**src/rtl/id_ex_stage.sv**
```systemverilog
// ID/EX pipeline register: load-use hazard detection, bubble insertion, branch flush,
// WB-to-ID write-through bypass and a saturating bubble counter.
module id_ex_stage #(
    parameter int XLEN  = 32,
    parameter int CNT_W = 16
) (
    input  logic             clk,
    input  logic             rst_n,
    input  logic             IF_ID_valid,
    input  logic [XLEN-1:0]  IF_ID_pc,
    input  logic [4:0]       IF_ID_rs1,
    input  logic [4:0]       IF_ID_rs2,
    input  logic [4:0]       IF_ID_rd,
    input  logic             IF_ID_uses_rs1,
    input  logic             IF_ID_uses_rs2,
    input  logic [XLEN-1:0]  rf_rs1_data,
    input  logic [XLEN-1:0]  rf_rs2_data,
    input  logic [XLEN-1:0]  IF_ID_imm,
    input  logic [7:0]       IF_ID_ctrl,
    input  logic [3:0]       IF_ID_aluOp,
    input  logic             MEM_WB_regWrite,
    input  logic [4:0]       MEM_WB_rd,
    input  logic [XLEN-1:0]  MEM_WB_wdata,
    input  logic             branch_flush,
    input  logic             ex_hold,
    output logic             ID_EX_valid,
    output logic [XLEN-1:0]  ID_EX_pc,
    output logic [4:0]       ID_EX_rs1,
    output logic [4:0]       ID_EX_rs2,
    output logic [4:0]       ID_EX_rd,
    output logic [XLEN-1:0]  ID_EX_rs1_data,
    output logic [XLEN-1:0]  ID_EX_rs2_data,
    output logic [XLEN-1:0]  ID_EX_imm,
    output logic [7:0]       ID_EX_ctrl,
    output logic [3:0]       ID_EX_aluOp,
    output logic             stall_if_id,
    output logic [CNT_W-1:0] bubble_count
);
    localparam int MEMREAD_BIT = 6;

    typedef struct packed {
        logic            valid;
        logic [XLEN-1:0] pc;
        logic [4:0]      rs1;
        logic [4:0]      rs2;
        logic [4:0]      rd;
        logic [XLEN-1:0] rs1_data;
        logic [XLEN-1:0] rs2_data;
        logic [XLEN-1:0] imm;
        logic [7:0]      ctrl;
        logic [3:0]      alu_op;
    } id_ex_t;

    id_ex_t           stage_q, stage_d, load_pkt;
    logic [CNT_W-1:0] bubble_cnt_q, bubble_cnt_d;
    logic             hazard, bubble, byp_rs1, byp_rs2;

    always_comb begin
        hazard = stage_q.valid && stage_q.ctrl[MEMREAD_BIT] && (stage_q.rd != 5'd0) &&
                 IF_ID_valid &&
                 ((IF_ID_uses_rs1 && (IF_ID_rs1 == stage_q.rd)) ||
                  (IF_ID_uses_rs2 && (IF_ID_rs2 == stage_q.rd)));
    end

    // Reset gating keeps the stall low while the stage is held in reset, even with ex_hold up.
    assign stall_if_id = rst_n && ((hazard && !branch_flush) || ex_hold);

    // A write to x0 never bypasses; the register file already returns 0 for it.
    assign byp_rs1 = MEM_WB_regWrite && (MEM_WB_rd != 5'd0) && (MEM_WB_rd == IF_ID_rs1);
    assign byp_rs2 = MEM_WB_regWrite && (MEM_WB_rd != 5'd0) && (MEM_WB_rd == IF_ID_rs2);

    always_comb begin
        load_pkt          = '0;
        load_pkt.valid    = IF_ID_valid;
        load_pkt.pc       = IF_ID_pc;
        load_pkt.rs1      = IF_ID_rs1;
        load_pkt.rs2      = IF_ID_rs2;
        load_pkt.rd       = IF_ID_rd;
        load_pkt.rs1_data = byp_rs1 ? MEM_WB_wdata : rf_rs1_data;
        load_pkt.rs2_data = byp_rs2 ? MEM_WB_wdata : rf_rs2_data;
        load_pkt.imm      = IF_ID_imm;
        load_pkt.ctrl     = IF_ID_valid ? IF_ID_ctrl  : 8'd0;
        load_pkt.alu_op   = IF_ID_valid ? IF_ID_aluOp : 4'd0;
    end

    always_comb begin
        bubble       = branch_flush || (!ex_hold && hazard);
        stage_d      = stage_q;
        bubble_cnt_d = bubble_cnt_q;
        if (bubble) begin
            stage_d = '0;
            if (bubble_cnt_q != {CNT_W{1'b1}})
                bubble_cnt_d = bubble_cnt_q + CNT_W'(1);
        end else if (!ex_hold) begin
            stage_d = load_pkt;
        end
    end

    always_ff @(posedge clk or negedge rst_n) begin
        if (!rst_n) begin
            stage_q      <= '0;
            bubble_cnt_q <= '0;
        end else begin
            stage_q      <= stage_d;
            bubble_cnt_q <= bubble_cnt_d;
        end
    end

    assign ID_EX_valid    = stage_q.valid;
    assign ID_EX_pc       = stage_q.pc;
    assign ID_EX_rs1      = stage_q.rs1;
    assign ID_EX_rs2      = stage_q.rs2;
    assign ID_EX_rd       = stage_q.rd;
    assign ID_EX_rs1_data = stage_q.rs1_data;
    assign ID_EX_rs2_data = stage_q.rs2_data;
    assign ID_EX_imm      = stage_q.imm;
    assign ID_EX_ctrl     = stage_q.ctrl;
    assign ID_EX_aluOp    = stage_q.alu_op;
    assign bubble_count   = bubble_cnt_q;
endmodule

```
**config.mk**
```make
export PLATFORM = sky130hd
export DESIGN_NAME = id_ex_stage
export DESIGN_NICKNAME = d
export VERILOG_FILES = /design/src/rtl/id_ex_stage.sv
export SDC_FILE = /design/constraint.sdc
export NUM_CORES = 1
export LEC_CHECK = 0
export CAP_MARGIN = 25
export CELL_PAD_IN_SITES_DETAIL_PLACEMENT = 0
export CELL_PAD_IN_SITES_GLOBAL_PLACEMENT = 1
export CORE_MARGIN = 8
export CORE_UTILIZATION = 35
export CTS_CLUSTER_DIAMETER = 40
export DETAILED_ROUTE_END_ITERATION = 12
export PLACE_DENSITY = 0.87
export SYNTH_ARGS = -nofsm -noshare
export SYNTH_HDL_FRONTEND = slang
export SYNTH_SLANG_ARGS = --single-unit
export TNS_END_PERCENT = 30
```
**constraint.sdc**
```tcl
create_clock -name clk -period 6.2 [get_ports clk]
set_input_delay 0.93 -clock clk [delete_from_list [all_inputs] [get_ports clk]]
set_output_delay 0.93 -clock clk [all_outputs]
set_load 0.02 [all_outputs]
```
Yosys cells after proc, flatten, opt, wreduce, memory -nomap -nowiden
Cells that the tools add are included.

operators by class
  add/subtract/negate cells = 1
  eq/ne operators = 6
  mux-type cells = 6
  reduce and logical (&&, ||, !) cells = 20

operators by type and width
  operator               count
  $mux 156               2
  $mux 32                2
  $eq 5x5->1             4
  $add 16x1->16 const B  1
  $ne 16x16->1 const B   1
  $logic_and 1x1->1      12
  $reduce_bool 5->1      2
  $mux 8                 1
  $mux 4                 1
  $logic_or 1x1->1       3
  $logic_not 1->1        2
  $ne 2x1->1 const B     1
  $reduce_and 2->1       1

storage, ports and cells
  register bits = 172
  input port bits = 200
  word-level logic and storage cells = 44

Depth between registers and ports, before layout
Gate-level depths: netlist (run 1).

  depth after elaboration = 7
  depth in mapped cells = 8
  depth with buffers taken out = 6

Worst setup path after synthesis (run 1)
Ideal clock, no wire load.

  path kind = input-to-output
  start point = input ex_hold
  end point = output stall_if_id
  arrival = 1.909 ns
  required time = 5.270 ns
  slack = 3.361 ns
  stages = 4
  cells stage by stage = clkbuf_1 > buf_2 > clkbuf_1 > o21a_1

between the ends
  word-level cells in the longest chain between the ends = 2

RTL lines
  element            RTL line  source
  from (decl)        25        input logic ex_hold,
  $logic_or 1x1->1   66        assign stall_if_id = rst_n && ((hazard && !branch_flush) || ex_hold);
  $logic_and 1x1->1  66
  to (decl)          36        output logic stall_if_id,

Every way passes these cells.

Worst setup path in the final report (run 1)
  start point = input IF_ID_rs1[2]
  end point = output stall_if_id

between the ends
  word-level cells in the longest chain between the ends = 7

RTL lines
  element            RTL line  source
  from (decl)        11        input logic [4:0] IF_ID_rs1,
  $eq 5x5->1         61        ((IF_ID_uses_rs1 && (IF_ID_rs1 == stage_q.rd)) ||
  $logic_and 1x1->1  61
  $logic_or 1x1->1   61
  $logic_and 1x1->1  60        IF_ID_valid &&
  $logic_and 1x1->1  66
  $logic_or 1x1->1   66
  $logic_and 1x1->1  66

Every way passes these cells.

==> impl_results.md, run 1 <==
* R2r setup slk at 3.49 ns
* Power Density at 239 nW/um^2
* Peak VDD IR at 0.000184 V
* Max Slew Vio Count at 0
* Sequential cell area at 4300 um^2
* Post-route insts no fill at 1377
* # rows at 57
* Placeable Area at 24000 um^2
* Grt ovf at 0
* Synth top area share at 50.8%
* Unrepaired setup endpoints after global routing: false
* Critical R2R Capture: ID_EX_rs2_data[20]
* Sink Count at 172
* FF-to-FF path depth at 6
* Total number of vias at 6546
* Reg-to-Reg Start: ID_EX_rd[2]
* Total power draw at 3.09 mW
* Die ar. at 29400 um^2
* Period minus WS final at 4.11 ns
* All-Layer GR Usage at 18.6%
* DRC at 0
* Total wire length at 28200 um
* I/O pins at 373
* Clock slew at reported path FFs at 0.07 ns
* Setup Fix Bufs, Post-CTS at 0
* Clock buffer depth at 2
* Average wire per standard cell at 20.5 um
* Worst EP arrival at 3.18 ns
* Hold Buf Count CTS at 0
* Clock root buffer: clkbuf_16
* Top post-synthesis cells by area: dfrtp_1 51%, mux2i_1 17%, mux2_4 11%
* #FFs+latches synth at 172
* EDFF count, synth at 0
* Layout fillers at 2126
* Tightest Hold Check Type: in -> async
* Clock skew at 0.0143 ns
* Sequential share of the synthesized area at 50.8%
* Post-Syn Area at 8470 um^2
* Number of buffers created by CTS at 17
* Final core utilization at 53.9%
* Syn Nets at 886
* Area of the multi-input gates at 3790 um^2
* Layout cells sized above 1 at 12.0%
* Placed cells at 1343
* Maxcap violations at 0
* Ys flop type: dfrtp_1
* Setup_tns at 0 ns
* Crit end category: primary output
* CP endpoint: stall_if_id
* Post-route cell area at 13000 um^2
* First-pass GRT wire length at 42100 um
* Area grow syn2layout at 53.0%
* Asr flop ratio synth at 100%
* Final setup violation count at 0
* Post-route ant nets at 0
* Post-place setup slack at 2.09 ns
* Die Width at 172 um
* Hold Slack at 0.440 ns
* H-tree levels at 4
* CTS tree: built
* CP startpoint kind: primary input
* IO buf count at 372
* Synth warn at 0
* 1st-pass router iterations at 4
* Initial core utilization at 35.2%
* Post-CTS sizing at 0
* Mean number of vias per cell at 4.75
* Cell taking the most area after synthesis: dfrtp_1
* Crit Path Category: in -> out
* F_max at 0.243 GHz
* DRT iter0 DRCs at 337
* Post-DP HPWL at 20700 um
* Number of global-route vias before repair at 7072
* WP data required at 5.27 ns
* Commonest non-fill, non-tap cell in the layout: clkdlybuf4s50_1
* Max FO, Critical Path at 3
* Placed Area at 12300 um^2
* Slew HR at 33.0%
* Final hold violation count at 0
* Cells after synthesis at 685
* CP Launch Point: IF_ID_rs1[2]
* Slew @ Worst Pin at 1.00 ns
* Initial antenna violation count at 1
* Final GP Congestion at 0.833
* Distinct cells, synth at 34
* Most frequent cells in the layout: 370 x clkdlybuf4s50_1, 172 x dfrtp_1, 144 x nor2_1
* Layout Nets at 1240
* Syn_area_per_cell at 12.4 um^2
* Clock Latency Late Sink at 0.42 ns
* Fin crit share at 66.3%
* Status: completed
* Leakage power at 5.82 nW
* Setup slack after layout at 2.09 ns
* Pin count of the biggest net entering global routing at 97
* Die Ht at 172 um
==> power by group <==
group,leakage [nW],internal (mW),switching (mW),total (mW)
sequential,2.29,1.20,0.0641,1.26
clock,0.291,0.647,0.494,1.14
combinational,3.24,0.374,0.316,0.690
==> worst max-delay path, cell delays in order <==
cell             delay, ns
clkdlybuf4s50_1       0.55
xnor2_1               0.16
nand4_1               0.11
o22ai_1               0.44
nor3b_1               0.25
o21a_1                0.13
clkdlybuf4s50_1       0.62
==> worst min path at each step <==
stage | depth (start not counted) | startpoint | endpoint
after floorplan | 1 | bubble_count[11] | bubble_count[11]
after global placement | 1 | bubble_count[11] | bubble_count[11]
after detailed placement | 1 | bubble_count[11] | bubble_count[11]
after CTS | 1 | rst_n | bubble_count[1]
after global routing | 1 | rst_n | bubble_count[1]
final | 1 | rst_n | ID_EX_aluOp[2]
==> area by class of cell <==
type                    count  share of cell area (%)
multi-input cells         467                    29.3
clock inverters            13                    1.37
clock buffers              19                    3.34
diodes                      1                  0.0193
repair buffers            381                    29.7
flip-flops and latches    172                    33.2
well taps                 324                    3.13
==> Yosys cell counts, types with 2 or more instances <==
cell type	instances
dfrtp_1	172
nor2_1	144
mux2i_1	143
mux2_4	60
xnor2_1	30
buf_6	24
nor2_2	15
clkbuf_1	13
a22oi_1	12
nand3_1	10
and3_1	8
nand4_1	8
buf_4	7
nand2_1	7
mux2_2	5
xor2_1	4
and4_1	3
a21oi_1	2
buf_2	2
nor4_4	2
==> registers in the layout (all words and copies together) (netlist names), 8 cells and up <==
| register | cells |
|---|---|
| ID_EX_ctrl | 8 |
| ID_EX_rs1_data | 32 |
| bubble_count | 16 |
| ID_EX_pc | 32 |
| ID_EX_imm | 32 |
| ID_EX_rs2_data | 32 |
==> logic make-up (layout without fill, tap and decap cells) <==
kind of cell	count (synthesis)	count (layout)	share of synthesized area, %
DFF	172	172	50.8
xor gates and xnor gates	34	34	3.52
AOI/OAI and AO/OA	20	20	1.76
and+or+nand+nor	204	204	11.0
buffers and inverters	46	413	4.51
adders and majority gates	1	1	0.148
muxes	208	208	28.2
other	0	1	0
==> layer usage <==
layer  track usage [%]  up-vias  routed length, um
met5                 0        -                  0
met4              6.28        0                656
met3              6.89       32               3000
met2              30.3      264              13200
met1              22.4     3198              11400
li1                  -     3052                  -
No activity file was read; power rests on OpenSTA's default activity.
==> inputs of run 2 (changes only) <==
- CORE_UTILIZATION: 35 -> 32
- PLACE_DENSITY: 0.87 -> 0.8
- clock period: 6.2 -> 3.97 ns (I/O delays scaled with it)
==> impl_results.md, run 2 (synthesis results as in run 1) <==
* Post-route ant nets at 0 (unchanged)
* Status: completed
* Fin crit share at 86.8%
* Number of global-route vias before repair at 7062 (-0.14%)
* FF-to-FF path depth at 6 (unchanged)
* Pin count of the biggest net entering global routing at 72 (-26%)
* DRT iter0 DRCs at 347 (+3.0%)
* Average wire per standard cell at 20.5 um (-0.12%)
* Crit Path Category: in -> out
* First-pass GRT wire length at 43000 um (+2.1%)
* Clock Latency Late Sink at 0.42 ns (about the same)
* Die ar. at 31900 um^2 (+8.5%)
* CTS tree: built
* Max Slew Vio Count at 0 (unchanged)
* # rows at 59 (+3.5%)
* Setup_tns at 0 ns (unchanged)
* Layout Nets at 1250 (+0.81%)
* Placeable Area at 26100 um^2 (+8.4%)
* Hold Buf Count CTS at 1 (+1)
* Setup Fix Bufs, Post-CTS at 0 (unchanged)
* Commonest non-fill, non-tap cell in the layout: clkdlybuf4s50_1
* Final hold violation count at 0 (unchanged)
* Initial antenna violation count at 0 (-1)
* Clock buffer depth at 2 (unchanged)
* Layout cells sized above 1 at 12.8% (+0.83 points)
* R2r setup slk at 1.71 ns (-1.78 ns)
* Post-place setup slack at 0.534 ns (-1.56 ns)
* CP startpoint kind: primary input
* DR WL met3 at 2780 um (-7.2%)
* Crit end category: primary output
* Clock root buffer: clkbuf_16
* Setup slack after layout at 0.524 ns (-1.56 ns)
* Die Ht at 179 um (+4.2%)
* Number of buffers created by CTS at 17 (unchanged)
* Total number of vias at 6553 (+0.11%)
* Mean number of vias per cell at 4.69 (-1.3%)
* Die Width at 179 um (+4.2%)
* Area grow syn2layout at 54.5%
* Worst EP arrival at 2.85 ns (-0.33 ns)
* Total wire length at 28600 um (+1.3%)
* Min-Delay Path Depth at 1
* All-Layer GR Usage at 17.4% (-1.2 points)
* Slew HR at 32.3% (-0.67 points)
* Diode count at 0 (-1)
* Met1 WL at 11800 um (+4.0%)
* Clock slew at reported path FFs at 0.08 ns (about the same)
* Period minus WS final at 3.45 ns
* H-tree levels at 4 (unchanged)
* Unrepaired setup endpoints after global routing: false
* Met2 wire length at 13500 um (+2.3%)
* WP data required at 3.37 ns (-1.90 ns)
* 1st-pass router iterations at 4 (unchanged)
* Sink Count at 172 (unchanged)
* Clock skew at 0.0135 ns (-0.000797 ns)
* Peak VDD IR at 0.000243 V (+32%)
* Most frequent cells in the layout: 370 x clkdlybuf4s50_1, 172 x dfrtp_1, 144 x nor2_1
* Total power draw at 4.79 mW (+55%)
* DRC at 0 (unchanged)
* Final setup violation count at 0 (unchanged)
* Top Layer Used: met4
* Grt ovf at 0 (unchanged)
* Maxcap violations at 0 (unchanged)
* Slew @ Worst Pin at 1.01 ns (+0.00802 ns)
* Power Density at 366 nW/um^2 (+53%)
* F_max at 0.290 GHz
* Layout fillers at 2333 (+9.7%)
* Initial core utilization at 32.5% (-2.7 points)
* Final GP Congestion at 0.828 (-0.61%)
* IO buf count at 372 (unchanged)
* Post-CTS sizing at 0 (unchanged)
* Leakage power at 5.88 nW (+1.1%)
* Max FO, Critical Path at 3 (unchanged)
* I/O pins at 373 (unchanged)
* Tightest Hold Check Type: reg -> reg
* Post-DP HPWL at 21500 um (+3.9%)
==> run 2: cell types whose count changed in the layout (fill, tap and decap cells not counted) <==
cell / change
dlygate4sd3_1: +1
clkinv_8: +1
diode_2: -1
clkinv_4: -2
buf_4: +5
buf_12: +3
clkbuf_1: -1
inv_8: +3
buf_16: +1
bufinv_16: -2
clkbuf_8: +1
==> run 2: layout make-up <==
cell class              count  area, um^2  share of cell area (%)
clock buffers              19         443                    3.39
clock inverters            13         150                    1.15
well taps                 335         419                    3.20
repair buffers            391        3980                    30.4
flip-flops and latches    172        4300                    32.9
multi-input cells         467        3790                    29.0
==> run 2: final timing paths <==
check / start / to
min in group asynchronous: rst_n / ID_EX_rs2_data[19]
worst min-delay path: bubble_count[3] / bubble_count[3]
worst max register to register: ID_EX_rd[4] / ID_EX_rs2_data[29]
max in group asynchronous: rst_n / ID_EX_pc[21]
worst min register to register: bubble_count[3] / bubble_count[3]
worst max-delay path: IF_ID_rs1[1] / stall_if_id
==> run 2: per-stage QoR <==
step | util, % | hold slack, ns | instances | instance area, um^2
floorplan | - | 0.300 | 685 | 8470
global placement | 47.7 | 0.472 | 1362 | 12400
detailed placement | 47.8 | 0.469 | 1363 | 12500
CTS | 50.1 | 0.518 | 1396 | 13100
finish | 50.2 | 0.512 | 1397 | 13100
global route | 50.2 | 0.547 | 1397 | 13100
==> run 2: per-layer routing <==
layer	vias up	track usage, %
li1	3083	-
met1	3188	21.2
met2	257	28.4
met3	25	6.57
met4	0	5.13
met5	-	0
==> run 2: power by group <==
part           switching [mW]  leakage, nW  internal (mW)
registers               0.102         2.29           1.87
logic                   0.493         3.30          0.590
clock network           0.811        0.286          0.917
==> run 2: critical path: stages <==
cell and delay (ns):
clkdlybuf4s50_1 0.55, xnor2_1 0.14, nand4_1 0.12, o22ai_1 0.41
nor3b_1 0.23, o21a_1 0.13, clkdlybuf4s50_1 0.66
==> inputs of run 3 (changes only) <==
- SKIP_CTS_REPAIR_TIMING: default -> 1
==> impl_results.md, run 3 (synthesis results as in run 1) <==
* Final setup violation count at 0 (unchanged)
* Sequential Power Share at 41.3% (about the same)
* Final hold violation count at 0 (unchanged)
* Unrepaired setup endpoints after global routing: false
* Clock Latency Late Sink at 0.42 ns (about the same)
* Grt ovf at 0 (unchanged)
* Die ar. at 31900 um^2 (unchanged)
* Slowest Stage Delay on Critical Path at 0.66 ns (about the same)
* Sink Count at 172 (unchanged)
* H-tree levels at 4 (unchanged)
* Diode count at 0 (unchanged)
* Worst path slowest cell: clkdlybuf4s50_1
* F_max at 0.290 GHz (about the same)
* WP data required at 3.37 ns (about the same)
* Clock root buffer: clkbuf_16
* Clock skew at 0.0135 ns (+0.00000170 ns)
* Post-DP HPWL at 21500 um (unchanged)
* Max Slew Vio Count at 0 (unchanged)
* Clock slew at reported path FFs at 0.08 ns (about the same)
* Layout Nets at 1249 (-0.080%)
* Slew @ Worst Pin at 0.999 ns (-0.0141 ns)
* Setup slack after layout at 0.524 ns (-0.000155 ns)
* Layout cells sized above 1 at 12.8% (about the same)
* Final core utilization at 50.2% (about the same)
* DRT iter0 DRCs at 373 (+7.5%)
* CP most frequent cell: clkdlybuf4s50_1
* Area grow syn2layout at 54.4% (about the same)
* Tightest Hold Check Type: in -> async
* Placeable Area at 26100 um^2 (unchanged)
* Commonest non-fill, non-tap cell in the layout: clkdlybuf4s50_1
* Worst EP arrival at 2.85 ns (about the same)
* Total power draw at 4.78 mW (about the same)
* First-pass GRT wire length at 43000 um (about the same)
* All-Layer GR Usage at 17.4% (about the same)
* Die Ht at 179 um (unchanged)
* Period minus WS final at 3.45 ns (+0.000155 ns)
* Gate power share at 22.6% (about the same)
* Crit-path cells: clkdlybuf4s50_1 > xnor2_1 > nand4_1 > o22ai_1 > nor3b_1 > o21a_1 > clkdlybuf4s50_1
* Number of global-route vias before repair at 7056 (-0.085%)
* # rows at 59 (unchanged)
* Status: completed
* Fin crit share at 86.8% (about the same)
* Mean number of vias per cell at 4.68 (-0.19%)
* Post-route ant nets at 0 (unchanged)
* Clock network power share at 36.1% (about the same)
* Post-route insts no fill at 1396 (-0.072%)
* DRC at 0 (unchanged)
* Max FO, Critical Path at 3 (unchanged)
* Sw Pwr at 1.40 mW (about the same)
* Total number of vias at 6536 (-0.26%)
* Sw Ratio at 29.4% (about the same)
* Clock buffer depth at 2 (unchanged)
* 1st-pass router iterations at 4 (unchanged)
* Pin count of the biggest net entering global routing at 72 (unchanged)
* CTS tree: built
* Setup_tns at 0 ns (unchanged)
* P_int at 3.38 mW (about the same)
* Power Density at 366 nW/um^2 (about the same)
* Initial antenna violation count at 0 (unchanged)
* Post-place setup slack at 0.534 ns (unchanged)
* Initial core utilization at 32.5% (unchanged)
* Crit Path Category: in -> out
* Most frequent cells in the layout: 370 x clkdlybuf4s50_1, 172 x dfrtp_1, 144 x nor2_1
* Final GP Congestion at 0.828 (unchanged)
* CP startpoint kind: primary input
* IO buf count at 372 (unchanged)
* Number of buffers created by CTS at 17 (unchanged)
* Maxcap violations at 0 (unchanged)
* I/O pins at 373 (unchanged)
* Average wire per standard cell at 20.5 um (about the same)
* Die Width at 179 um (unchanged)
* Total wire length at 28600 um (about the same)
* Placed cells at 1363 (unchanged)
* Crit end category: primary output
* Leakage power at 5.87 nW (about the same)
* Slew HR at 33.3% (+0.94 points)
* Peak VDD IR at 0.000243 V (unchanged)
run 3: layer usage:
layer  track usage [%]  up-vias  wire (um)  share of wire, %
met5                 0        -          0                 0
met1              21.2     3180      11800                41
li1                  -     3078          -                 -
met4              5.13        0        486               1.7
met2              28.4      253      13500                47
met3              6.59       25       2830               9.9
run 3: cell type report:
| cell class | instances | area, um^2 |
|---|---|---|
| multi-input combinational | 467 | 3790 |
| sequential | 172 | 4300 |
| clock buffer | 19 | 443 |
| fill | 2334 | 13000 |
| clock inverter | 13 | 150 |
| timing repair buffer | 390 | 3970 |
| tap | 335 | 419 |
run 3: critical path: cells and delay by family:
kind | cells | cell delay, ns
buf+inv | 2 | 1.21
compound gates | 2 | 0.54
simple gates | 2 | 0.35
xor+xnor | 1 | 0.14
run 3: power groups by stage:
stage          registers [mW]  logic [mW]  clock network (mW)
3_3_place_gp             2.01        1.09                   0
6_report                 1.98        1.08                1.73
5_1_grt                  2.00        1.16                1.85
4_1_cts                  1.98        1.10                1.78
3_5_place_dp             2.01        1.09                   0
2_1_floorplan            2.14       0.360                   0
run 3: worst paths after layout:
check | startpoint | end | slack, ns | cells after the start
setup / recovery | IF_ID_rs1[1] | stall_if_id | 0.52 | 7
hold / removal | rst_n | ID_EX_rs2_data[19] | 0.02 | 1
setup reg to reg | ID_EX_rd[4] | ID_EX_rs2_data[29] | 1.71 | 6
hold reg to reg | bubble_count[3] | bubble_count[3] | 0.51 | 1
max in group asynchronous | rst_n | ID_EX_pc[21] | 2.46 | 3
min in group clk | bubble_count[3] | bubble_count[3] | 0.51 | 1
run 3: metrics by stage:
| step | hold WS, ns | instance area, um^2 |
|---|---|---|
| after detailed placement | 0.469 | 12500 |
| after global routing | 0.00721 | 13100 |
| after floorplan | 0.300 | 8470 |
| after CTS | -0.00273 | 13000 |
| after global placement | 0.472 | 12400 |
| final | 0.0180 | 13100 |
